==> config.mk <==
export PLATFORM = sky130hd
export DESIGN_NAME = instr_fetch_unit
export DESIGN_NICKNAME = d
export VERILOG_FILES = /design/src/rtl/instr_fetch_unit.sv
export SDC_FILE = /design/constraint.sdc
export NUM_CORES = 1
export LEC_CHECK = 0
export ABC_AREA = 1
export BUFFER_PORTS_ARGS = -buffer_cell sky130_fd_sc_hd__clkbuf_2
export CELL_PAD_IN_SITES_DETAIL_PLACEMENT = 0
export CELL_PAD_IN_SITES_GLOBAL_PLACEMENT = 1
export CORE_MARGIN = 4
export CORE_UTILIZATION = 41
export DETAILED_ROUTE_END_ITERATION = 8
export GPL_TIMING_DRIVEN = 0
export PLACE_DENSITY = 0.87
export SLEW_MARGIN = 0
export SYNTH_ARGS = -nofsm -noshare
export SYNTH_HDL_FRONTEND = slang
export SYNTH_SLANG_ARGS = --single-unit
==> constraint.sdc <==
create_clock -name clk -period 5.2 [get_ports clk]
set_input_delay 0.52 -clock clk [delete_from_list [all_inputs] [get_ports clk]]
set_output_delay 0.52 -clock clk [all_outputs]
set_load 0.02 [all_outputs]
==> src/rtl/instr_fetch_unit.sv <==
// Multi-beat instruction fetch: reads INSTR_W/MEM_W consecutive memory words
// starting at a latched base address and packs them into one instruction word.
module instr_fetch_unit #(
  parameter int unsigned ADDR_W     = 8,
  parameter int unsigned MEM_W      = 8,
  parameter int unsigned INSTR_W    = 32,
  parameter bit          BIG_ENDIAN = 1'b0
) (
  input  logic               clk,
  input  logic               reset,
  input  logic               fetch_start,
  input  logic               abort,
  input  logic [ADDR_W-1:0]  pc,
  output logic [ADDR_W-1:0]  mem_adr,
  output logic               mem_rd,
  input  logic [MEM_W-1:0]   mem_rdata,
  input  logic               mem_valid,
  output logic [INSTR_W-1:0] instr,
  output logic               instr_valid,
  output logic               busy,
  output logic               done
);

  localparam int unsigned BEATS = INSTR_W / MEM_W;
  localparam int unsigned CNT_W = (BEATS > 1) ? $clog2(BEATS) : 1;

  typedef enum logic [1:0] {StIdle, StFetch, StDone} state_e;

  state_e             state_q, state_d;
  logic [CNT_W-1:0]   beat_q, beat_d;
  logic [ADDR_W-1:0]  base_q, base_d;
  logic [INSTR_W-1:0] instr_q, instr_d;
  logic               instr_valid_q, instr_valid_d;
  logic               last_beat;
  int unsigned        lane;

  assign last_beat = (beat_q == CNT_W'(BEATS - 1));

  // Lane that the current beat fills, honouring the selected byte order.
  always_comb begin
    lane = 32'(beat_q);
    if (BIG_ENDIAN) begin
      lane = BEATS - 1 - 32'(beat_q);
    end
  end

  // Next-state logic: abort wins over everything, mem_valid only counts in FETCH.
  always_comb begin
    state_d       = state_q;
    beat_d        = beat_q;
    base_d        = base_q;
    instr_d       = instr_q;
    instr_valid_d = instr_valid_q;
    unique case (state_q)
      StIdle: begin
        if (abort) begin
          instr_valid_d = 1'b0;
        end else if (fetch_start) begin
          base_d        = pc;
          beat_d        = '0;
          instr_d       = '0;
          instr_valid_d = 1'b0;
          state_d       = StFetch;
        end
      end
      StFetch: begin
        if (abort) begin
          // Partial lanes stay in instr; only the valid flag is dropped.
          beat_d        = '0;
          instr_valid_d = 1'b0;
          state_d       = StIdle;
        end else if (mem_valid) begin
          instr_d[lane*MEM_W +: MEM_W] = mem_rdata;
          if (last_beat) begin
            beat_d        = '0;
            instr_valid_d = 1'b1;
            state_d       = StDone;
          end else begin
            beat_d = beat_q + CNT_W'(1);
          end
        end
      end
      StDone: begin
        beat_d  = '0;
        state_d = StIdle;
        if (abort) begin
          instr_valid_d = 1'b0;
        end
      end
      default: begin
        state_d = StIdle;
      end
    endcase
  end

  // State registers with asynchronous reset.
  always_ff @(posedge clk or posedge reset) begin
    if (reset) begin
      state_q       <= StIdle;
      beat_q        <= '0;
      base_q        <= '0;
      instr_q       <= '0;
      instr_valid_q <= 1'b0;
    end else begin
      state_q       <= state_d;
      beat_q        <= beat_d;
      base_q        <= base_d;
      instr_q       <= instr_d;
      instr_valid_q <= instr_valid_d;
    end
  end

  // Outputs decoded from the registered state.
  always_comb begin
    mem_rd      = (state_q == StFetch);
    busy        = (state_q == StFetch) || (state_q == StDone);
    done        = (state_q == StDone);
    mem_adr     = '0;
    if (state_q == StFetch) begin
      mem_adr = base_q + ADDR_W'(beat_q);
    end
    instr       = instr_q;
    instr_valid = instr_valid_q;
  end

endmodule

==> results of run 1 <==
[kinds of logic after synthesis]
| kind of cell | Yosys count |
|---|---|
| compound gates | 37 |
| fa+ha+maj | 13 |
| buf+inv | 44 |
| flops | 45 |
| mux | 4 |
| simple gates | 185 |
[sequential cells by signal (all words and copies together), names as in the netlist]
register	cells
base_q	8
state_q	2
instr	32
beat_q	2
instr_valid	1
[cell usage in the layout (no fill, tap or decap), types with 4 or more instances in the layout]
cell	instances
a21oi_1	9
buf_2	5
clkbuf_2	64
clkbuf_8	6
dfrtp_1	45
ha_1	12
inv_1	30
inv_2	4
nand2_1	98
nand3_1	34
nor2_1	32
nor3_1	11
o21ai_0	9
o21ai_1	18
[stage by stage]
step	cells	setup slack, ns	hold WS (ns)
after detailed placement	468	3.02	0.362
after floorplan	328	2.96	0.468
after global placement	467	2.98	0.454
after global routing	476	2.39	0.0313
after CTS	476	2.68	0.0326
final	476	2.69	0.0408
[worst register-to-register path: stages (launching register included)]
cell     delay (ns)
dfrtp_1        0.51
inv_1          0.20
ha_1           0.40
inv_2          0.16
nand2_1        0.06
nor2_1         0.32
nand3_1        0.16
o21ai_1        0.17
[cell type report]
cell class,count,area [sq um]
well taps,75,93.8
repair buffers,65,340
fillers,612,2860
plain buffers,10,62.6
inverters,34,128
clock inverters,1,30.0
clock buffers,7,86.3
flip-flops and latches,45,1130
multi-input cells,239,1200
[power groups by stage]
stage	sequential, uW	combinational, uW	clock (uW)
after floorplan	512	538	0
after global placement	487	753	0
after detailed placement	490	761	0
after CTS	482	764	287
after global routing	494	866	308
final	481	754	279
[worst max path at each step]
stage / startpoint / endpoint / slack (ns) / depth (start not counted)
3_3_place_gp: beat_q[0] / mem_adr[6] / 2.98 / 6
2_1_floorplan: state_q[1] / mem_adr[2] / 2.96 / 7
4_1_cts: state_q[1] / mem_adr[2] / 2.68 / 8
3_5_place_dp: beat_q[0] / mem_adr[6] / 3.02 / 6
6_report: beat_q[0] / mem_adr[6] / 2.69 / 6
5_1_grt: state_q[1] / mem_adr[2] / 2.39 / 8
[layer usage]
layer / share of wire (%) / wire length [um]
met5: 0 / 0
met4: 1.1 / 62
met3: 6.0 / 354
met2: 48 / 2840
met1: 45 / 2650
==> impl_metrics.toml, run 1 <==
[floorplanning]
dieArea_sq_um = 7450
core_sq_um = 5920
io_pins = 65
initial_utilization_pct = 42.5
die_x_um = 86.3
num_rows = 28
die_h_um = 86.3

[pwr]
p_int_uw = 824
ir_drop_uv = 261
power_density_nw_per_um2 = 494
share_comb_of_total_power_pct = 49.8
p_seq_share_pct = 31.8
p_switching_uw = 691
p_clk_share_pct = 18.4
leakagePower_uw = 0.00168
swShare_pct = 45.6
total_power_uw = 1510

[route]
detail_route.vias_per_cell = 4.71
wl_per_cell_um = 12.4
drc = 0
wl_um = 5900
first_iter_violations = 98
vias = 2243
dr.pass1.iters = 4
ant_nets = 0

[worst_setup_path]
cp-end-kind = "output pin"
crit_slowest_cell = "dfrtp_1"
setup.worst_path.class = "reg2out"
worst-endpoint-required_ns = 4.68
reg2reg_from = "beat_q[0]"
r2r_cells = 7
start_kind = "flip-flop"
cpMostUsedCell = "nor3_1"
worstPathCellList = "ha_1, fa_1, nand2_1, nor3_1, nor3_1, clkbuf_2"
reg2reg_to = "instr[28]"
path_max_fanout = 8
slowest_delay_ns = 0.48
reg2reg_slack_ns = 3.15
cp.arrival_ns = 1.99
crit_buf_inv = 1
cpLargestDelayFamily = "adder cells"

[clocking]
h-tree-depth = 2
root_buffer = "clkbuf_8"
cts.hold.buffers_added = 0
cts_tree = "yes"
cts.clk_slew.worst_paths_ns = 0.08
clock_sinks = 45
post_cts_resized = 0
postCtsSetupRepairBufs = 0
cts.path.max_buffers = 2
clkLatencyLatePin_ns = 0.30
cts_inserted_buffers = 5

[yosys]
synth_seq_cells = 45
avgSynthCellArea_sq_um = 7.67
async_flop_share_pct = 100
yosysTopAreaCell = "dfrtp_1"
synth-xor-area-share_pct = 0
synth_common_cells = "nand2_1 (98), dfrtp_1 (45), nand3_1 (34), nor2_1 (32), inv_1 (31)"
ys_seq_area_share_pct = 44.8
synth_top_area_share_pct = 44.8
yosysWarnings = 0
synth_simple_gate_area_share_pct = 31.6
synthCells = 328
synthAdderAreaFrac_pct = 6.77
synth_compound_area_share_pct = 7.51
syn-cell-area_sq_um = 2510
synth_top_family_by_area = "simple AND/OR/NAND/NOR gates"
synthTopCellsByArea = "dfrtp_1 (45%), nand2_1 (15%), nand3_1 (6.8%)"
synth_nets = 362
yosysMostFrequentCell = "nand2_1"
synth_flop_cell = "dfrtp_1"
yosys-mux-area-fraction_pct = 1.79
synth_edf_count = 0
netlist-cell-type-count = 26

[run]
cap_violations = 0

[placed_design]
io_buffers = 64
gp_congestion = 0.788
placed_cell_area_sq_um = 2950
dp_hpwl_um = 4620

[sta]
rsz0062_at_grt = "no"
drv_slew = 0
period_minus_slack_ns = 2.51
tns_ns = 0
relSlewSlack_pct = 72.9
finalSetupViolations = 0
tightest_slew_ns = 0.405
period_share_pct = 48.3
hold_viol = 0
max_freq_ghz = 0.398
fin_worst_skew_ns = 0.00601

[global_route]
gr-usage-met1_pct = 22.7
met3_usage_pct = 4.09
use_met2_pct = 30.2
grtUsageTotal_pct = 17.7
busiest_layer = "met2"
overflow = 0
grt_pass1_vias = 2335
grt_first_pass_wirelength_um = 10700
grt_start_max_net_pins = 45
antenna_found_initial = 0

[finish]
layout-drive-gt1-share_pct = 23.4
nets = 434
area_growth_pct = 21.9
antennaDiodeCount = 0
final_area_sq_um = 3070
post-route-util_pct = 51.8

[run_status]
outcome = "complete, no violations"

[hold_path]
hold_path_class = "in2async"
Power figures use the tool's default switching activity.
==> inputs of run 2 (changes only) <==
--- a/config.mk
+++ b/config.mk
@@ -5,15 +5,15 @@
 export SDC_FILE = /design/constraint.sdc
 export NUM_CORES = 1
 export LEC_CHECK = 0
-export ABC_AREA = 1
+export ABC_AREA = 0
 export BUFFER_PORTS_ARGS = -buffer_cell sky130_fd_sc_hd__clkbuf_2
 export CELL_PAD_IN_SITES_DETAIL_PLACEMENT = 0
 export CELL_PAD_IN_SITES_GLOBAL_PLACEMENT = 1
 export CORE_MARGIN = 4
-export CORE_UTILIZATION = 41
+export CORE_UTILIZATION = 37
 export DETAILED_ROUTE_END_ITERATION = 8
 export GPL_TIMING_DRIVEN = 0
-export PLACE_DENSITY = 0.87
+export PLACE_DENSITY = 0.78
 export SLEW_MARGIN = 0
 export SYNTH_ARGS = -nofsm -noshare
 export SYNTH_HDL_FRONTEND = slang
==> constraint.sdc (replaced) <==
create_clock -name clk -period 2.1 [get_ports clk]
set_input_delay 0.21 -clock clk [delete_from_list [all_inputs] [get_ports clk]]
set_output_delay 0.21 -clock clk [all_outputs]
set_load 0.02 [all_outputs]
==> run 2 against run 1 <==
- clock power is 100% higher
- register-to-register slack worse by 3.1 ns
- total power is 120% higher
- critical path type unchanged
- largest cell class unchanged
- largest power group unchanged
==> impl_metrics.toml, run 2 <==
[yosys]
synth_top_family_by_area = "multiplexers"
yosysMostFrequentCell = "dfrtp_1"
synth_compound_area_share_pct = 11.4
synth_common_cells = "dfrtp_1 (45), mux2_2 (24), inv_1 (19), and3_1 (16), ha_1 (12)"
synthAdderAreaFrac_pct = 7.10
synth_top_area_share_pct = 47.0
yosys-mux-area-fraction_pct = 15.6
netlist-cell-type-count = 37
synth_seq_cells = 45
synth_flop_cell = "dfrtp_1"
ys_seq_area_share_pct = 47.0
syn-cell-area_sq_um = 2400
yosysWarnings = 0
synth_nets = 238
synth-xor-area-share_pct = 0.731
avgSynthCellArea_sq_um = 11.8
synthCells = 204
synth_edf_count = 0
synth_simple_gate_area_share_pct = 13.4
yosysTopAreaCell = "dfrtp_1"
synthTopCellsByArea = "dfrtp_1 (47%), mux2_2 (11%), ha_1 (6.3%)"
async_flop_share_pct = 100

[placed_design]
place_ws_ns = -0.419
place_inst = 345
dp_hpwl_um = 4180
gp_congestion = 0.764
io_buffers = 63

[clocking]
h-tree-depth = 2
clkLatencyLatePin_ns = 0.30
cts.path.max_buffers = 2
clock_sinks = 45
cts_inserted_buffers = 5
cts.clk_slew.worst_paths_ns = 0.09
root_buffer = "clkbuf_8"
cts_tree = "yes"

[finish]
instances_no_fill = 361
nFillCells = 624
area_growth_pct = 29.4
antennaDiodeCount = 0
final_common_cell = "clkbuf_2"
layout-drive-gt1-share_pct = 45.4
final_cell_mix = "clkbuf_2 (61), dfrtp_1 (43), mux2_2 (24)"
post-route-util_pct = 49.1
nets = 318
largest_register_ffs = 32

[floorplanning]
core_sq_um = 6310
initial_utilization_pct = 38.0
io_pins = 65
num_rows = 29
die_h_um = 88.5
die_x_um = 88.5
dieArea_sq_um = 7830

[worst_setup_path]
crit_buf_inv = 2
path_max_fanout = 5
slowest_delay_ns = 0.44
r2r_cells = 7
cp.depth = 6
worstPathCellList = "ha_4, fa_2, inv_1, or3_1, a21oi_1, buf_4"
reg2reg_to = "instr[16]"
worst-endpoint-required_ns = 1.89
setup.worst_path.class = "reg2out"
start_kind = "flip-flop"
reg2reg_slack_ns = 0.08
cp.arrival_ns = 1.81
reg2reg_from = "beat_q[0]"
cp-end-kind = "output pin"
cp-startpoint = "beat_q[0]"
cpLargestDelayFamily = "flip-flops"
crit_slowest_cell = "dfrtp_2"
critPathCapture = "mem_adr[6]"

[pwr]
leakagePower_uw = 0.00155
total_power_uw = 3390
ir_drop_uv = 650
power_density_nw_per_um2 = 1090

[sta]
drv_slew = 0
relSlewSlack_pct = 61.6
finalSetupViolations = 0
max_freq_ghz = 0.494
hold_viol = 0
period_share_pct = 96.3
fin_worst_skew_ns = 0.00440
period_minus_slack_ns = 2.02
tightest_slew_ns = 0.575
fin_ws_ns = 0.0775

[route]
dr.pass1.iters = 4
vias = 1845
ant_nets = 0
first_iter_violations = 66
wl_per_cell_um = 16.2
wl_um = 5860
detail_route.vias_per_cell = 5.11
drc = 0

[global_route]
grt_pass1_vias = 1821
antenna_found_initial = 0
grt_start_max_net_pins = 31
overflow = 0
grt_first_pass_wirelength_um = 9300
grtUsageTotal_pct = 15.5

[hold_path]
hold_path_class = "in2reg"

[run_status]
outcome = "complete, no violations"

[run]
cap_violations = 0
==> run 2: cell count changes after synthesis, sizes merged, moves of 5 or more <==
cell    previous run  this run
nor3              11         0
nand3             37         3
nand4              0         9
clkbuf             1         6
buf                9         3
a22o               0         9
mux2i              0         8
mux2               4        26
and3               0        16
inv               34        19
nand2             99         4
o21ai             28         5
nor2              34         4
==> run 2: routing by layer <==
layer | global-route usage (%) | wire [um] | share of wire (%) | vias to the layer above
met4 | 3.71 | 61 | 1.0 | 0
li1 | - | - | - | 891
met5 | 0 | 0 | 0 | -
met2 | 25.4 | 2800 | 48 | 46
met3 | 4.93 | 384 | 6.6 | 6
met1 | 20.1 | 2620 | 45 | 902
==> run 2: how the worst min path moves through the flow <==
stage                       startpoint        end  slack (ns)  cells past startpoint
after floorplan           mem_rdata[0]   instr[0]        0.35                      1
after global placement           pc[7]  base_q[7]        0.44                      2
after detailed placement         reset  instr[16]        0.19                      2
after CTS                        pc[7]  base_q[7]        0.13                      2
after global routing             pc[4]  base_q[4]        0.12                      2
final                            pc[1]  base_q[1]        0.14                      2
==> run 2: logic make-up after synthesis <==
kind of cell,Yosys count
AOI/OAI and AO/OA,30
xor gates and xnor gates,2
and+or+nand+nor,52
buffers and inverters,28
adders and majority gates,13
muxes,34
DFF,45
==> run 2: worst register-to-register path: cells and delay by family, from the launching register on <==
family | cells | cell delay, ns
AOI/OAI and AO/OA | 1 | 0.32
buffers and inverters | 3 | 0.51
DFF | 1 | 0.46
muxes | 1 | 0.34
adders and majority gates | 1 | 0.18
and+or+nand+nor | 1 | 0.09
==> run 2: through the flow <==
| stage | TNS (ns) | instance area (sq um) | hold WS (ns) |
|---|---|---|---|
| 2_1_floorplan | 0 | 2400 | 0.350 |
| 3_3_place_gp | -6.43 | 2810 | 0.443 |
| 3_5_place_dp | -7.22 | 2830 | 0.192 |
| 4_1_cts | -0.00522 | 3030 | 0.131 |
| 5_1_grt | -0.0383 | 3100 | 0.124 |
| 6_report | 0 | 3100 | 0.135 |
==> run 2: repair_timing <==
item                                   in CTS  in global routing
endpoints found under the hold margin      15                  0
pin swaps                                   3                  5
gates resized for setup                    17                 17
buffers inserted                            6                  4
hold buffers                                1                  0
setup endpoints to repair                  38                 40
==> run 2: where the power goes <==
group          internal [uW]  leakage, uW  total (uW)  switching (uW)
Combinational            723     0.000909        1620             899
Sequential              1040     0.000601        1200             156
Clock                    261    0.0000433         568             307
Total                   2030      0.00155        3390            1360
==> run 2: layout make-up <==
| type | count | area [sq um] | share of cell area [%] |
|---|---|---|---|
| Buffer | 7 | 57.6 | 1.85 |
| Clock buffer | 6 | 82.6 | 2.66 |
| Clock inverter | 1 | 7.51 | 0.242 |
| Inverter | 19 | 73.8 | 2.38 |
| Multi-Input combinational cell | 131 | 1220 | 39.3 |
| Sequential cell | 45 | 1130 | 36.4 |
| Tap cell | 77 | 96.3 | 3.10 |
| Timing Repair Buffer | 75 | 437 | 14.1 |
==> inputs of run 3 (changes only) <==
--- a/config.mk
+++ b/config.mk
@@ -10,10 +10,12 @@
 export CELL_PAD_IN_SITES_DETAIL_PLACEMENT = 0
 export CELL_PAD_IN_SITES_GLOBAL_PLACEMENT = 1
 export CORE_MARGIN = 4
-export CORE_UTILIZATION = 37
+export CORE_UTILIZATION = 38
+export CTS_BUF_LIST = sky130_fd_sc_hd__clkbuf_4
 export DETAILED_ROUTE_END_ITERATION = 8
+export GPL_ROUTABILITY_DRIVEN = 0
 export GPL_TIMING_DRIVEN = 0
-export PLACE_DENSITY = 0.78
+export PLACE_DENSITY = 0.8
 export SLEW_MARGIN = 0
 export SYNTH_ARGS = -nofsm -noshare
 export SYNTH_HDL_FRONTEND = slang
==> run 3 against run 2 <==
- wire length shrank 0.36%
- sequential cell count stayed put
- largest power group unchanged
- clock power rose by 15%
- total power is 6.8% higher
- largest cell class unchanged
- critical path depth unchanged
- highest routed layer unchanged
- core utilization rose by 4.8 points
- register-to-register slack lost 0.04 ns
- die area fell by 2.4%
- combinational power grew 9%
- clock skew is 0.012 ns higher
==> impl_metrics.toml, run 3 (same netlist as run 2, synthesis figures left out) <==
[pwr]
p_clk_share_pct = 18.1
share_comb_of_total_power_pct = 48.5
p_switching_uw = 1390
power_density_nw_per_um2 = 1110
p_int_uw = 2230
swShare_pct = 38.3
leakagePower_uw = 0.00160
p_seq_share_pct = 33.4
ir_drop_uv = 553

[finish]
nets = 322
regArea_sq_um = 1130
largest_register_ffs = 32
antennaDiodeCount = 0
final_area_sq_um = 3250
area_growth_pct = 35.7
multi_input_area_sq_um = 1290
post-route-util_pct = 54.0
final_common_cell = "clkbuf_2"
final_cell_mix = "clkbuf_2 (59), dfrtp_1 (41), mux2_2 (22)"
nFillCells = 547
layout-drive-gt1-share_pct = 49.5

[placed_design]
place_ws_ns = -0.285
placed_cell_area_sq_um = 2830
io_buffers = 63
dp_hpwl_um = 4150

[floorplanning]
die_x_um = 87.4
initial_utilization_pct = 39.8
num_rows = 28
core_sq_um = 6030
dieArea_sq_um = 7640
die_h_um = 87.4
io_pins = 65

[worst_setup_path]
cp.arrival_ns = 1.87
setup.worst_path.class = "reg2out"
worst-endpoint-required_ns = 1.89
path_max_fanout = 4
cp-end-kind = "output pin"
start_kind = "flip-flop"
reg2reg_slack_ns = 0.04

[run]
cap_violations = 0

[run_status]
outcome = "complete, no violations"

[sta]
tightest_slew_ns = 0.579
fin_ws_ns = 0.0204
drv_slew = 0
max_freq_ghz = 0.481
finalSetupViolations = 0
hold_viol = 0
period_share_pct = 99.0
tns_ns = 0
fin_worst_skew_ns = 0.0163
rsz0062_at_grt = "yes"
period_minus_slack_ns = 2.08
relSlewSlack_pct = 61.4

[route]
drt-met1-wl_um = 2570
detail_route.vias_per_cell = 5.24
dr_wl_met3_um = 325
wl_um = 5840
highest_layer = "met4"
wl_per_cell_um = 16.0
ant_nets = 0
dr.pass1.iters = 4
drc = 0
first_iter_violations = 63
vias = 1906
met2_wirelength_um = 2870

[clocking]
cts_inserted_buffers = 5
clkLatencyLatePin_ns = 0.36
cts.clk_slew.worst_paths_ns = 0.13
cts_tree = "yes"
cts.path.max_buffers = 2
h-tree-depth = 2
clock_sinks = 45
root_buffer = "clkbuf_4"

[global_route]
grtUsageTotal_pct = 16.1
grt_start_max_net_pins = 25
grt_first_pass_wirelength_um = 9520
antenna_found_initial = 0
grt_pass1_vias = 1885
overflow = 0

[hold_path]
hold_path_class = "in2reg"
run 3: power by group through the flow:
stage	sequential, uW	clock (uW)	combinational [uW]
finish	1210	656	1760
global placement	1210	0	1370
CTS	1210	675	1540
detailed placement	1200	0	1400
floorplan	1280	0	929
global route	1240	712	1910
run 3: cell type report:
cell class | count | share of cell area (%)
multi-input combinational | 131 | 39.7
sequential | 45 | 34.8
timing repair buffer | 78 | 15.1
tap | 75 | 2.88
inverter | 19 | 2.31
buffer | 8 | 2.15
clock inverter | 3 | 2.00
clock buffer | 5 | 1.15
run 3: through the flow:
stage                     power [uW]  hold slack [ns]  instances
after global routing            3860           0.0568        364
after detailed placement        2610            0.261        343
final                           3620           0.0751        364
after CTS                       3420           0.0621        357
after global placement          2580            0.443        342
after floorplan                 2200            0.350        204
run 3: worst max-delay path, stage by stage, from the launching register on:
cell and delay [ns]:
dfrtp_2 0.47, buf_4 0.15, fa_2 0.42, nand3_2 0.10, xor2_1 0.16, nor2_1 0.06
buf_4 0.16
run 3: path summary, 6_finish.rpt:
kind                              end  cells after the start      start
setup / recovery           mem_adr[4]                      6  beat_q[1]
hold / removal              base_q[6]                      2      pc[6]
setup reg to reg            instr[17]                      8  beat_q[0]
hold reg to reg             instr[29]                      1  instr[29]
max in group asynchronous  state_q[0]                      4      reset
min in group asynchronous   beat_q[0]                      3      reset
run 3: metal layers:
layer | GRT usage, % | vias to the layer above
li1 | - | 912
met1 | 21.4 | 938
met4 | 4.18 | 0
met5 | 0 | -
met3 | 4.16 | 7
met2 | 25.9 | 49
run 3: timing repair:
item / 4_1_cts / 5_1_grt
pin swaps: 6 / 11
endpoints found under the setup margin: 38 / 39
hold endpoints to repair: 21 / 0
gates resized for setup: 22 / 35
setup buffers: 6 / 7
hold buffers: 1 / 0
